--- src/rtl/timer_pkg.sv ---
`default_nettype none
// ============================================================================
// timer_pkg : shared constants for the timer sequencer
// Rev 1.0   : initial release
// ============================================================================
package timer_pkg;

    localparam int c_WIDTH = 32;

    localparam logic [1:0] c_IDLE = 2'd0;
    localparam logic [1:0] c_RUN  = 2'd1;
    localparam logic [1:0] c_HALT = 2'd2;

    localparam logic c_MOD_PERIODIC = 1'b0;
    localparam logic c_MOD_ONESHOT  = 1'b1;

endpackage
`default_nettype wire

--- src/rtl/timer_prescaler.sv ---
`default_nettype none
// ============================================================================
// timer_prescaler : divides the clock by PRE+1 while running
// Rev 1.0         : initial release
// ============================================================================
module timer_prescaler
    import timer_pkg::*;
#(
    parameter int WIDTH = c_WIDTH
) (
    input  logic             clk_i,
    input  logic             rst_i,
    input  logic             i_run,
    input  logic             i_clr,
    input  logic [WIDTH-1:0] i_pre,
    output logic             o_wrap,
    output logic             o_tick
);

    logic [WIDTH-1:0] r_psc;
    logic             r_tick;

    // >= rather than == so a PRE lowered below the running count still wraps
    assign o_wrap = i_run && !i_clr && (r_psc >= i_pre);

    always_ff @(posedge clk_i) begin
        if (rst_i) begin
            r_psc  <= '0;
            r_tick <= 1'b0;
        end else begin
            r_tick <= o_wrap;
            if (i_clr) begin
                r_psc <= '0;
            end else if (i_run) begin
                r_psc <= o_wrap ? '0 : r_psc + 1'b1;
            end
        end
    end

    assign o_tick = r_tick;

endmodule
`default_nettype wire

--- src/rtl/timer_ctrl.sv ---
`default_nettype none
// ============================================================================
// timer_ctrl : timer state machine, main counter and event bookkeeping
// Rev 1.0    : initial release
// ============================================================================
module timer_ctrl
    import timer_pkg::*;
#(
    parameter int WIDTH = c_WIDTH
) (
    input  logic             clk_i,
    input  logic             rst_i,
    input  logic [WIDTH-1:0] TIM_PRE_i,
    input  logic [WIDTH-1:0] TIM_ARE_i,
    input  logic             TIM_CLR_i,
    input  logic             TIM_ENA_i,
    input  logic             TIM_MOD_i,
    input  logic             TIM_EVC_i,
    output logic             TIM_CLR_o,
    output logic [WIDTH-1:0] TIM_CNT_o,
    output logic [WIDTH-1:0] TIM_EVN_o,
    output logic             TIM_EVC_o,
    output logic             tick_o,
    output logic             irq_o
);

    logic [1:0]       r_state;
    logic [1:0]       w_state_nxt;
    logic [WIDTH-1:0] r_cnt;
    logic [WIDTH-1:0] r_evn;
    logic             r_evc;
    logic             r_irq;
    logic [WIDTH-1:0] w_cnt_nxt;
    logic [WIDTH-1:0] w_evn_nxt;
    logic             w_evc_nxt;
    logic             w_irq_nxt;
    logic             w_run;
    logic             w_wrap;
    logic             w_event;

    // The edge that sees ENA low already leaves RUN, so it must not count
    assign w_run   = (r_state == c_RUN) && TIM_ENA_i;
    assign w_event = w_wrap && (r_cnt >= TIM_ARE_i);

    timer_prescaler #(
        .WIDTH (WIDTH)
    ) u_prescaler (
        .clk_i  (clk_i),
        .rst_i  (rst_i),
        .i_run  (w_run),
        .i_clr  (TIM_CLR_i),
        .i_pre  (TIM_PRE_i),
        .o_wrap (w_wrap),
        .o_tick (tick_o)
    );

    always_ff @(posedge clk_i) begin
        if (rst_i) begin
            r_state <= c_IDLE;
        end else begin
            r_state <= w_state_nxt;
        end
    end

    always_comb begin
        w_state_nxt = r_state;
        if (TIM_CLR_i) begin
            w_state_nxt = TIM_ENA_i ? c_RUN : c_IDLE;
        end else begin
            case (r_state)
                c_IDLE:  w_state_nxt = TIM_ENA_i ? c_RUN : c_IDLE;
                c_RUN: begin
                    if (!TIM_ENA_i) begin
                        w_state_nxt = c_IDLE;
                    end else if (w_event && (TIM_MOD_i == c_MOD_ONESHOT)) begin
                        w_state_nxt = c_HALT;
                    end
                end
                c_HALT:  w_state_nxt = TIM_ENA_i ? c_HALT : c_IDLE;
                default: w_state_nxt = c_IDLE;
            endcase
        end
    end

    always_comb begin
        w_cnt_nxt = r_cnt;
        w_evn_nxt = r_evn;
        w_evc_nxt = TIM_EVC_i;
        w_irq_nxt = w_event;
        if (TIM_CLR_i) begin
            w_cnt_nxt = '0;
            w_evn_nxt = '0;
        end else if (w_wrap) begin
            if (w_event) begin
                w_cnt_nxt = (TIM_MOD_i == c_MOD_PERIODIC) ? '0 : r_cnt;
                w_evn_nxt = r_evn + 1'b1;
                w_evc_nxt = 1'b1;
            end else begin
                w_cnt_nxt = r_cnt + 1'b1;
            end
        end
    end

    always_ff @(posedge clk_i) begin
        if (rst_i) begin
            r_cnt <= '0;
            r_evn <= '0;
            r_evc <= 1'b0;
            r_irq <= 1'b0;
        end else begin
            r_cnt <= w_cnt_nxt;
            r_evn <= w_evn_nxt;
            r_evc <= w_evc_nxt;
            r_irq <= w_irq_nxt;
        end
    end

    // CLR is a strobe: the register file always gets 0 written back
    assign TIM_CLR_o = 1'b0;
    assign TIM_CNT_o = r_cnt;
    assign TIM_EVN_o = r_evn;
    assign TIM_EVC_o = r_evc;
    assign irq_o     = r_irq;

endmodule
`default_nettype wire

--- config.mk ---
export PLATFORM = sky130hd
export DESIGN_NAME = timer_ctrl
export DESIGN_NICKNAME = d
export VERILOG_FILES = /design/src/rtl/timer_pkg.sv /design/src/rtl/timer_prescaler.sv /design/src/rtl/timer_ctrl.sv
export SDC_FILE = /design/constraint.sdc
export NUM_CORES = 1
export LEC_CHECK = 0
export CAP_MARGIN = 15
export CORE_ASPECT_RATIO = 0.5
export CORE_MARGIN = 5
export CORE_UTILIZATION = 52
export DETAILED_ROUTE_END_ITERATION = 7
export GPL_TIMING_DRIVEN = 0
export PLACE_DENSITY_LB_ADDON = 0.12
export SYNTH_ARGS = -nofsm -noshare
export SYNTH_HDL_FRONTEND = slang
export SYNTH_SLANG_ARGS = --single-unit
--- constraint.sdc ---
create_clock -name clk_i -period 4.1 [get_ports clk_i]
set_input_delay 0.82 -clock clk_i [delete_from_list [all_inputs] [get_ports clk_i]]
set_output_delay 0.82 -clock clk_i [all_outputs]
set_load 0.005 [all_outputs]
==> After elaboration in Yosys (flattened, before gate mapping) <==
Index checks and enable logic that the tools add are counted.
{ "op_classes": {"n_eq_ne": 4, "add_sub_neg": 3, "order_cmp": 2, "muxes": 12, "reduce_logical": 10} }
{ "op_table": {"columns": ["op", "n"], "rows": [
  ["adder 32 x 1 -> 32 bit, second input constant", 3],
  ["2-to-1 mux 32 bit", 3],
  ["greater-or-equal comparator 32 bit", 2],
  ["2-to-1 mux 2 bit", 4],
  ["case mux 2 bit (3 select lines)", 1],
  ["logical AND 1 bit", 5],
  ["2-to-1 mux 1 bit", 4],
  ["inequality test 4 x 3 -> 1 bit, second input constant", 1],
  ["AND reduction 2 bit", 2],
  ["== test 2 x 1 -> 1 bit, second input constant", 1],
  ["== test 2 bit, second input constant", 1],
  ["zero test 2 bit", 1],
  ["inequality test 2 bit, second input constant", 1],
  ["OR reduction 2 bit", 1],
  ["zero test 1 bit", 1]
]} }
{ "word_totals": {"inputBits": 70, "register_bits": 101, "wordCells": 38, "out_inout_bits": 68} }

==> Logic depth before layout (Yosys ltp) <==
Gate-level depths: netlist (run 1).
{ "logic_depth": {"word_depth": 10, "mapped_depth": 12, "depth_no_buf": 9} }

==> By module <==
From an unflattened synthesis (run 1), not the netlist that was laid out.
{ "unflattened": {"hier_cells": 847, "hier_area_um2": 6745.2} }
{ "modules_own_cells": {"columns": ["mod", "area_per_inst_um2", "n_inst", "cells_per_inst"], "rows": [
  ["timer_ctrl", 4309.1, 1, 554],
  ["timer_prescaler", 2436.1, 1, 293]
]} }

==> Worst setup path before layout (run 1) <==
OpenSTA, ideal clock, no wires.
{ "synth_path": {"path_kind": "input -> register", "from": "input port TIM_ARE_i[27]", "to": "register r_evn[10] (netlist: TIM_EVN_o[10])", "t_arrival_ps": 3009, "stages": 10, "required_time_ps": 3966, "path_slack_ps": 957, "path_cell_list": "inv_1 ha_1 nand3_2 or4_4 or3_4 o21a_4 buf_6 buf_6 o311ai_0 o31ai_1"} }
{ "synth_via": {"elab_chain_cells": 3} }
{ "synth_rtl": {"columns": ["element", "line_no", "source"], "rows": [
  ["from (decl)", "timer_ctrl.sv:14", "input logic [WIDTH-1:0] TIM_ARE_i,"],
  ["greater-or-equal comparator 32 bit", "timer_ctrl.sv:43", "assign w_event = w_wrap && (r_cnt >= TIM_ARE_i);"],
  ["logical AND 1 bit", "timer_ctrl.sv:43", null],
  ["AND reduction 2 bit (no source line)", null, null],
  ["to (signal assigned)", "timer_ctrl.sv:112", "r_evn <= w_evn_nxt;"],
  ["to (decl)", "timer_ctrl.sv:30", "logic [WIDTH-1:0] r_evn;"]
]} }
Every way passes these cells.
A chain may end at the register's enable or synchronous reset.

==> Worst setup path after layout (run 1) <==
{ "layout_path": {"from": "input port TIM_PRE_i[31]", "to": "register r_cnt[14] (netlist: TIM_CNT_o[14])"} }
{ "layout_via": {"elab_chain_cells": 5} }
{ "layout_rtl": {"columns": ["element", "line_no", "source"], "rows": [
  ["from (decl)", "timer_ctrl.sv:13", "input logic [WIDTH-1:0] TIM_PRE_i,"],
  ["greater-or-equal comparator 32 bit (*)", "timer_prescaler.sv:24", "assign o_wrap = i_run && !i_clr && (r_psc >= i_pre);"],
  ["logical AND 1 bit (*)", "timer_prescaler.sv:24", null],
  ["logical AND 1 bit", "timer_ctrl.sv:43", null],
  ["inequality test 2 bit (no source line)", null, null],
  ["AND reduction 2 bit (no source line)", null, null],
  ["to (signal assigned)", "timer_ctrl.sv:111", "r_cnt <= w_cnt_nxt;"],
  ["to (decl)", "timer_ctrl.sv:29", "logic [WIDTH-1:0] r_cnt;"]
]} }
Every way passes the cells marked *; elsewhere a longest branch is shown, timed or not.

==> results of run 1 <==
==> synthesized netlist by cell type, drive strengths merged (2+ instances only) <==
library cell / count
or4: 9
a22o: 9
nand2: 79
buf: 11
clkbuf: 28
nand2b: 9
o311ai: 19
a2111o: 2
and3: 11
nand3: 51
a221o: 5
and2: 6
or2: 4
nor4: 11
nor3: 12
o21a: 3
a2111oi: 6
o22ai: 6
mux2i: 9
o21ai: 17
a21o: 8
and4: 9
xor2: 25
ha: 70
nand4: 44
a21oi: 39
nor2: 76
o31ai: 21
or3: 31
inv: 80
xnor2: 14
o221ai: 6
o2111ai: 2
a31oi: 2
dfxtp: 101
==> cells in the final DEF (no fill, tap or decap), drive strengths merged, types with 8 or more instances in the layout <==
| cell | synthesis | layout |
|---|---|---|
| nand2b | 9 | 9 |
| nor2 | 76 | 76 |
| nor3 | 12 | 12 |
| mux2i | 9 | 9 |
| nor4 | 11 | 11 |
| inv | 80 | 80 |
| a21oi | 39 | 39 |
| o21ai | 17 | 17 |
| nand2 | 79 | 79 |
| and4 | 9 | 9 |
| xor2 | 25 | 25 |
| clkdlybuf4s50 | 0 | 136 |
| a22o | 9 | 9 |
| a21o | 8 | 8 |
| and3 | 11 | 11 |
| ha | 70 | 70 |
| buf | 11 | 11 |
| o31ai | 21 | 21 |
| dfxtp | 101 | 101 |
| nand3 | 51 | 51 |
| nand4 | 44 | 44 |
| o311ai | 19 | 19 |
| clkbuf | 28 | 41 |
| or4 | 9 | 9 |
| or3 | 31 | 31 |
| xnor2 | 14 | 14 |
==> state kept, by name, indices dropped and copies added, names as in the netlist <==
register and flops:
TIM_CNT_o 32, TIM_EVN_o 32, u_prescaler.r_psc 32, r_state 2
TIM_EVC_o 1, irq_o 1, u_prescaler.o_tick 1
==> where the power goes <==
| part | switching (W) | total (W) | internal [W] |
|---|---|---|---|
| Clock | 0.000372 | 0.000880 | 0.000508 |
| Sequential | 0.00000135 | 0.000984 | 0.000982 |
| Combinational | 0.0000870 | 0.000182 | 0.0000949 |
| Total | 0.000460 | 0.00204 | 0.00158 |
==> per-stage QoR <==
stage	hold slack (ns)	setup WS, ns	instances	cell area [µm²]
floorplan	0.451	0.957	847	6730
CTS	0.493	0.165	1169	8610
global placement	0.464	-0.139	1153	8310
global route	0.524	0.0186	1169	8630
detailed placement	0.484	-0.179	1153	8310
finish	0.485	0.311	1169	8630
==> layer usage <==
metal,vias up,global-route usage
li1,3362,-
met1,3189,0.317
met2,271,0.409
met3,43,0.0477
met4,0,0.0765
met5,-,0
==> kinds of logic after synthesis <==
kind of cell / Yosys count / synth area share
other cells: 1 / 0.000557
mux: 9 / 0.0134
simple gates: 354 / 0.270
flops: 101 / 0.300
fa+ha+maj: 70 / 0.130
buf+inv: 119 / 0.0703
compound gates: 154 / 0.165
xor+xnor: 39 / 0.0507
==> critical path, stage by stage <==
cell             delay, ns
clkdlybuf4s50_1       0.47
inv_1                 0.05
ha_1                  0.30
nand4_1               0.16
nor4_2                0.43
nand4_1               0.14
o22ai_1               0.33
a21o_1                0.27
clkbuf_1              0.49
nand3_1               0.33
o221ai_1              0.25
==> worst max-delay path by stage <==
stage             startpoint                                end  slack [ns]  depth (start not counted)
4_1_cts        TIM_PRE_i[31]         TIM_CNT_o[14]$_SDFFE_PP0P_        0.17                         12
5_1_grt        TIM_PRE_i[31]  u_prescaler.r_psc[5]$_SDFFE_PP0P_        0.02                         13
3_3_place_gp   TIM_PRE_i[30]         TIM_CNT_o[14]$_SDFFE_PP0P_       -0.14                         12
2_1_floorplan  TIM_ARE_i[27]         TIM_EVN_o[10]$_SDFFE_PP0P_        0.96                         10
6_report       TIM_PRE_i[31]         TIM_CNT_o[14]$_SDFFE_PP0P_        0.31                         11
3_5_place_dp   TIM_PRE_i[31]         TIM_CNT_o[14]$_SDFFE_PP0P_       -0.18                         12
==> cell type report <==
cell class | count | area (µm²)
fillers | 1080 | 4040
flip-flops and latches | 101 | 2020
inverters | 80 | 300
plain buffers | 39 | 173
clock inverters | 3 | 43.8
well taps | 170 | 213
clock buffers | 13 | 260
multi-input cells | 627 | 4250
repair buffers | 136 | 1360
==> qor.csv, run 1 <==
stage;metric;value;unit
drt;wl_met3;1300;µm
drt;viasPerCell;5.87;
sta;tightestPinTransition;0.754;ns
layout;layout-drive-gt1-share;0.0390;
yosys;ys.flop_type;dfxtp_1;
drt;ant_nets;0;
die;die_y;90.5;µm
sta;fmax;264;MHz
drt;vias;6865;
critical_path;r2r_end;u_prescaler.r_psc[5]$_SDFFE_PP0P_;
global_route;grt_max_degree;16;
yosys;yosysSeqAreaShare;0.300;
critical_path;endpoint_kind;flop;
critical_path;path_max_fanout;10;
yosys;syn-cell-area;6730;µm²
sta;slew_viol_final;0;
yosys;yosysWarnings;0;
sta;period_needed;3.79;ns
critical_path;regToRegStartpoint;u_prescaler.r_psc[0]$_SDFFE_PP0P_;
critical_path;critPathKind;primary input to flop;
clocking;root_buffer;clkbuf_16;
die;dieWidth;171;µm
clocking;htreeDepth;3;
power;vdd_drop_max;0.210;mV
sta;hold_viol_final;0;
sta;setup_viol;0;
clocking;post_cts_buffers;0;
drt;dr.pass1.iters;5;
hold_path;worst_hold_startpoint;r_state[1]$_SDFFE_PP0P_;
power;p_leak;3.45;nW
clocking;cts_tree;built;
die;core-area;12700;µm²
global_route;grt_overflow_total;0;
hold_path;hold_class;flop to flop;
sta;rsz0062_at_grt;false;
placed_design;gp_congestion;0.896;
drt;met2WireLength;8970;µm
yosys;ys_types;58;
drt;drc;0;
clocking;clockBufferDepth;2;
placed_design;port_buffers;136;
drt;dr.max_layer_used;met4;
global_route;grt_pass1_wl;31600;µm
sta;slew_headroom;0.495;
critical_path;reg2reg_slack;0.84;ns
critical_path;arrival;4.06;ns
status;status;completed;
layout;utilization;0.681;
yosys;syn-instance-count;847;
sta;finalCritPeriodShare;0.924;
yosys;synth_fp_nets;987;
drt;drt_first_iter_violations;561;
run;maxCapViolCount;0;
layout;layout.nets;1134;
critical_path;ff2ff_path_depth;12;
clocking;cts_resized;0;
clocking;holdBufCountCts;0;
power;total_power;0.00204;W
hold_path;holdPathEnd;r_state[1]$_SDFFE_PP0P_;
critical_path;start_kind;primary input;
yosys;async_flop_share;0;
power;pwr_density_cell;237;nW/µm²
hold_path;worstHoldPathCells;2;
global_route;grt_use_total;0.244;
clocking;cts.clk_slew.worst_paths;0.07;ns
clocking;cts_made_buffers;9;
die;ios;138;
sta;finClkSkew;0.0114;ns
drt;wl_met1;8510;µm
drt;drt_wl_total;19200;µm
layout;n_antenna_cell;0;
yosys;synth.largest_area_cell;dfxtp_1;
critical_path;crit_required;4.37;ns
placed_design;hpwl;14600;µm
clocking;clk_latency;0.35;ns
yosys;postSynthAreaPerCell;7.95;µm²
clocking;clock_sinks;101;
yosys;synth-edff-count;0;
global_route;grt_pass1_vias;6604;
die;start_util;0.532;
global_route;antenna_found_initial;0;
layout;syn_to_final_growth;28.1;%
yosys;synth_area_leaders;dfxtp_1 (30%), ha_1 (13%), inv_1 (4.5%);
die;num_rows;29;
sta;tns;0;ns
die;dieArea;15500;µm²
yosys;synth_top_area_frac;0.300;
yosys;yosys_register_bits;101;
drt;wl_per_cell;16.4;µm
(Power assumes the default switching activity.)
==> run 2: changes to the inputs <==
--- a/config.mk
+++ b/config.mk
@@ -11,7 +11,7 @@
 export CORE_UTILIZATION = 52
 export DETAILED_ROUTE_END_ITERATION = 7
 export GPL_TIMING_DRIVEN = 0
-export PLACE_DENSITY_LB_ADDON = 0.12
+export PLACE_DENSITY = 0.81
 export SYNTH_ARGS = -nofsm -noshare
 export SYNTH_HDL_FRONTEND = slang
 export SYNTH_SLANG_ARGS = --single-unit
==> qor.csv, run 2 (synthesis results as in run 1) <==
stage;metric;value;unit;change
critical_path;start_kind;primary input;;
critical_path;cpPeakStageDelay;0.53;ns;+0.04 ns
layout;layout.nets;1134;;unchanged
critical_path;crit_slowest_cell;nor4_1;;
clocking;htreeDepth;3;;unchanged
layout;fillers;1037;;-4.0%
critical_path;cp_cell_sequence;clkdlybuf4s50_1, inv_1, ha_1, nand4_1, nor4_1, nand4_1, o22ai_1, a21oi_1, buf_2, buf_2, nand2_1, clkbuf_1, nor2_1;;
sta;slew_viol_final;0;;unchanged
layout;seqCellArea;2020;µm²;unchanged
global_route;antenna_found_initial;0;;unchanged
die;dieArea;15500;µm²;unchanged
layout;multiInputGateArea;4240;µm²;-0.24%
sta;period_needed;3.87;ns;+0.0807 ns
sta;hold_viol_final;0;;unchanged
die;num_rows;29;;unchanged
layout;final_common_cell;clkdlybuf4s50_1;;
sta;timing.final.ws_setup;0.230;ns;-0.0807 ns
global_route;grt_overflow_total;0;;unchanged
sta;finClkSkew;0.00735;ns;-0.00400 ns
status;status;completed;;
global_route;grt_max_degree;17;;+1
layout;syn_to_final_growth;28.2;%;about the same
die;start_util;0.532;;unchanged
drt;dr.pass1.iters;5;;unchanged
critical_path;critPathBufInv;5;;+2
layout;layout-drive-gt1-share;0.0401;;+0.00104
global_route;grt_pass1_vias;6646;;+0.64%
clocking;holdBufCountCts;0;;unchanged
placed_design;port_buffers;136;;unchanged
hold_path;hold_class;flop to flop;;
clocking;root_buffer;clkbuf_16;;
critical_path;path_delay_family;buffers and inverters;;
clocking;cts.clk_slew.worst_paths;0.07;ns;about the same
clocking;cts_tree;built;;
sta;setup_viol;0;;unchanged
drt;wl_per_cell;16.8;µm;+2.5%
die;dieWidth;171;µm;unchanged
clocking;clk_latency;0.35;ns;about the same
layout;final_cell_mix;clkdlybuf4s50_1 (136), dfxtp_1 (101), inv_1 (80);;
critical_path;critPathKind;primary input to flop;;
clocking;clockBufferDepth;2;;unchanged
sta;tightestPinTransition;0.827;ns;+0.0729 ns
power;vdd_drop_max;0.158;mV;-24%
placed_design;pre_cts_ws;-0.177;ns;+0.00296 ns
placed_design;placed_cell_area;8310;µm²;unchanged
sta;slew_headroom;0.443;;-0.0518
clocking;cts_made_buffers;9;;unchanged
critical_path;path_max_fanout;10;;unchanged
global_route;grt_pass1_wl;31800;µm;+0.70%
clocking;post_cts_buffers;0;;unchanged
critical_path;endpoint_kind;flop;;
drt;drt_wl_total;19600;µm;+2.4%
global_route;grt_use_total;0.247;;+0.00246
run;maxCapViolCount;0;;unchanged
sta;finalCritPeriodShare;0.944;;+0.0197
clocking;clock_sinks;101;;unchanged
die;die_y;90.5;µm;unchanged
sta;fmax;258;MHz;-2.1%
placed_design;hpwl;14700;µm;+1.2%
critical_path;arrival;4.09;ns;+0.03 ns
clocking;cts_resized;0;;unchanged
drt;vias;6970;;+1.5%
sta;holdWs;0.495;ns;+0.00995 ns
drt;drt_first_iter_violations;608;;+8.4%
drt;ant_nets;0;;unchanged
die;ios;138;;unchanged
sta;rsz0062_at_grt;false;;
power;pwr_density_cell;241;nW/µm²;+1.6%
layout;n_antenna_cell;0;;unchanged
power;p_leak;3.45;nW;about the same
die;core-area;12700;µm²;unchanged
placed_design;gp_congestion;0.891;;-0.54%
layout;fin_area;8630;µm²;about the same
critical_path;crit_required;4.32;ns;-0.05 ns
drt;viasPerCell;5.97;;+1.6%
drt;drc;0;;unchanged
[run 2: cell types whose count changed in the layout (fill, tap and decap cells not counted), moves of 2 or more]
| cell | before | now |
|---|---|---|
| clkinvlp_4 | 0 | 2 |
| clkbuf_1 | 30 | 26 |
| clkbuf_2 | 0 | 2 |
| clkbuf_8 | 2 | 0 |
[run 2: through the flow]
step | TNS, ns | power [W] | cells | utilization
2_1_floorplan | 0 | 0.00109 | 847 | -
3_3_place_gp | -2.25 | 0.00118 | 1153 | 0.656
3_5_place_dp | -5.64 | 0.00119 | 1153 | 0.656
4_1_cts | 0 | 0.00209 | 1168 | 0.681
5_1_grt | 0 | 0.00215 | 1168 | 0.681
6_report | 0 | 0.00208 | 1168 | 0.681
[run 2: routing by layer]
metal  share of wire  up-vias  track usage
li1                -     3375            -
met1            0.43     3270        0.311
met2            0.47      277        0.422
met3           0.078       48       0.0547
met4           0.020        0       0.0738
met5               0        -            0
[run 2: layout make-up]
| type | instances | area share |
|---|---|---|
| Buffer | 39 | 0.0203 |
| Multi-Input combinational cell | 627 | 0.492 |
| Clock inverter | 6 | 0.0103 |
| Tap cell | 170 | 0.0247 |
| Clock buffer | 9 | 0.0261 |
| Inverter | 80 | 0.0348 |
| Sequential cell | 101 | 0.234 |
| Timing Repair Buffer | 136 | 0.158 |
[run 2: worst paths after layout]
kind / cells after the start / slack, ns / startpoint / to
worst min-delay path: 2 / 0.49 / r_state[1]$_SDFFE_PP0P_ / r_state[1]$_SDFFE_PP0P_
worst min register to register: 2 / 0.49 / r_state[1]$_SDFFE_PP0P_ / r_state[1]$_SDFFE_PP0P_
worst max-delay path: 13 / 0.23 / TIM_PRE_i[30] / u_prescaler.r_psc[23]$_SDFFE_PP0P_
worst max register to register: 12 / 0.65 / u_prescaler.r_psc[0]$_SDFFE_PP0P_ / u_prescaler.r_psc[19]$_SDFFE_PP0P_
[run 2: power by group]
group	switching, W	internal [W]
sequential	0.00000152	0.000982
combinational	0.0000877	0.0000951
clock	0.000381	0.000532
[run 2: worst min-delay path: cells and delay by family (launching register included)]
| kind | cells | cell delay, ns |
|---|---|---|
| DFF | 1 | 0.33 |
| muxes | 1 | 0.06 |
| and+or+nand+nor | 1 | 0.06 |
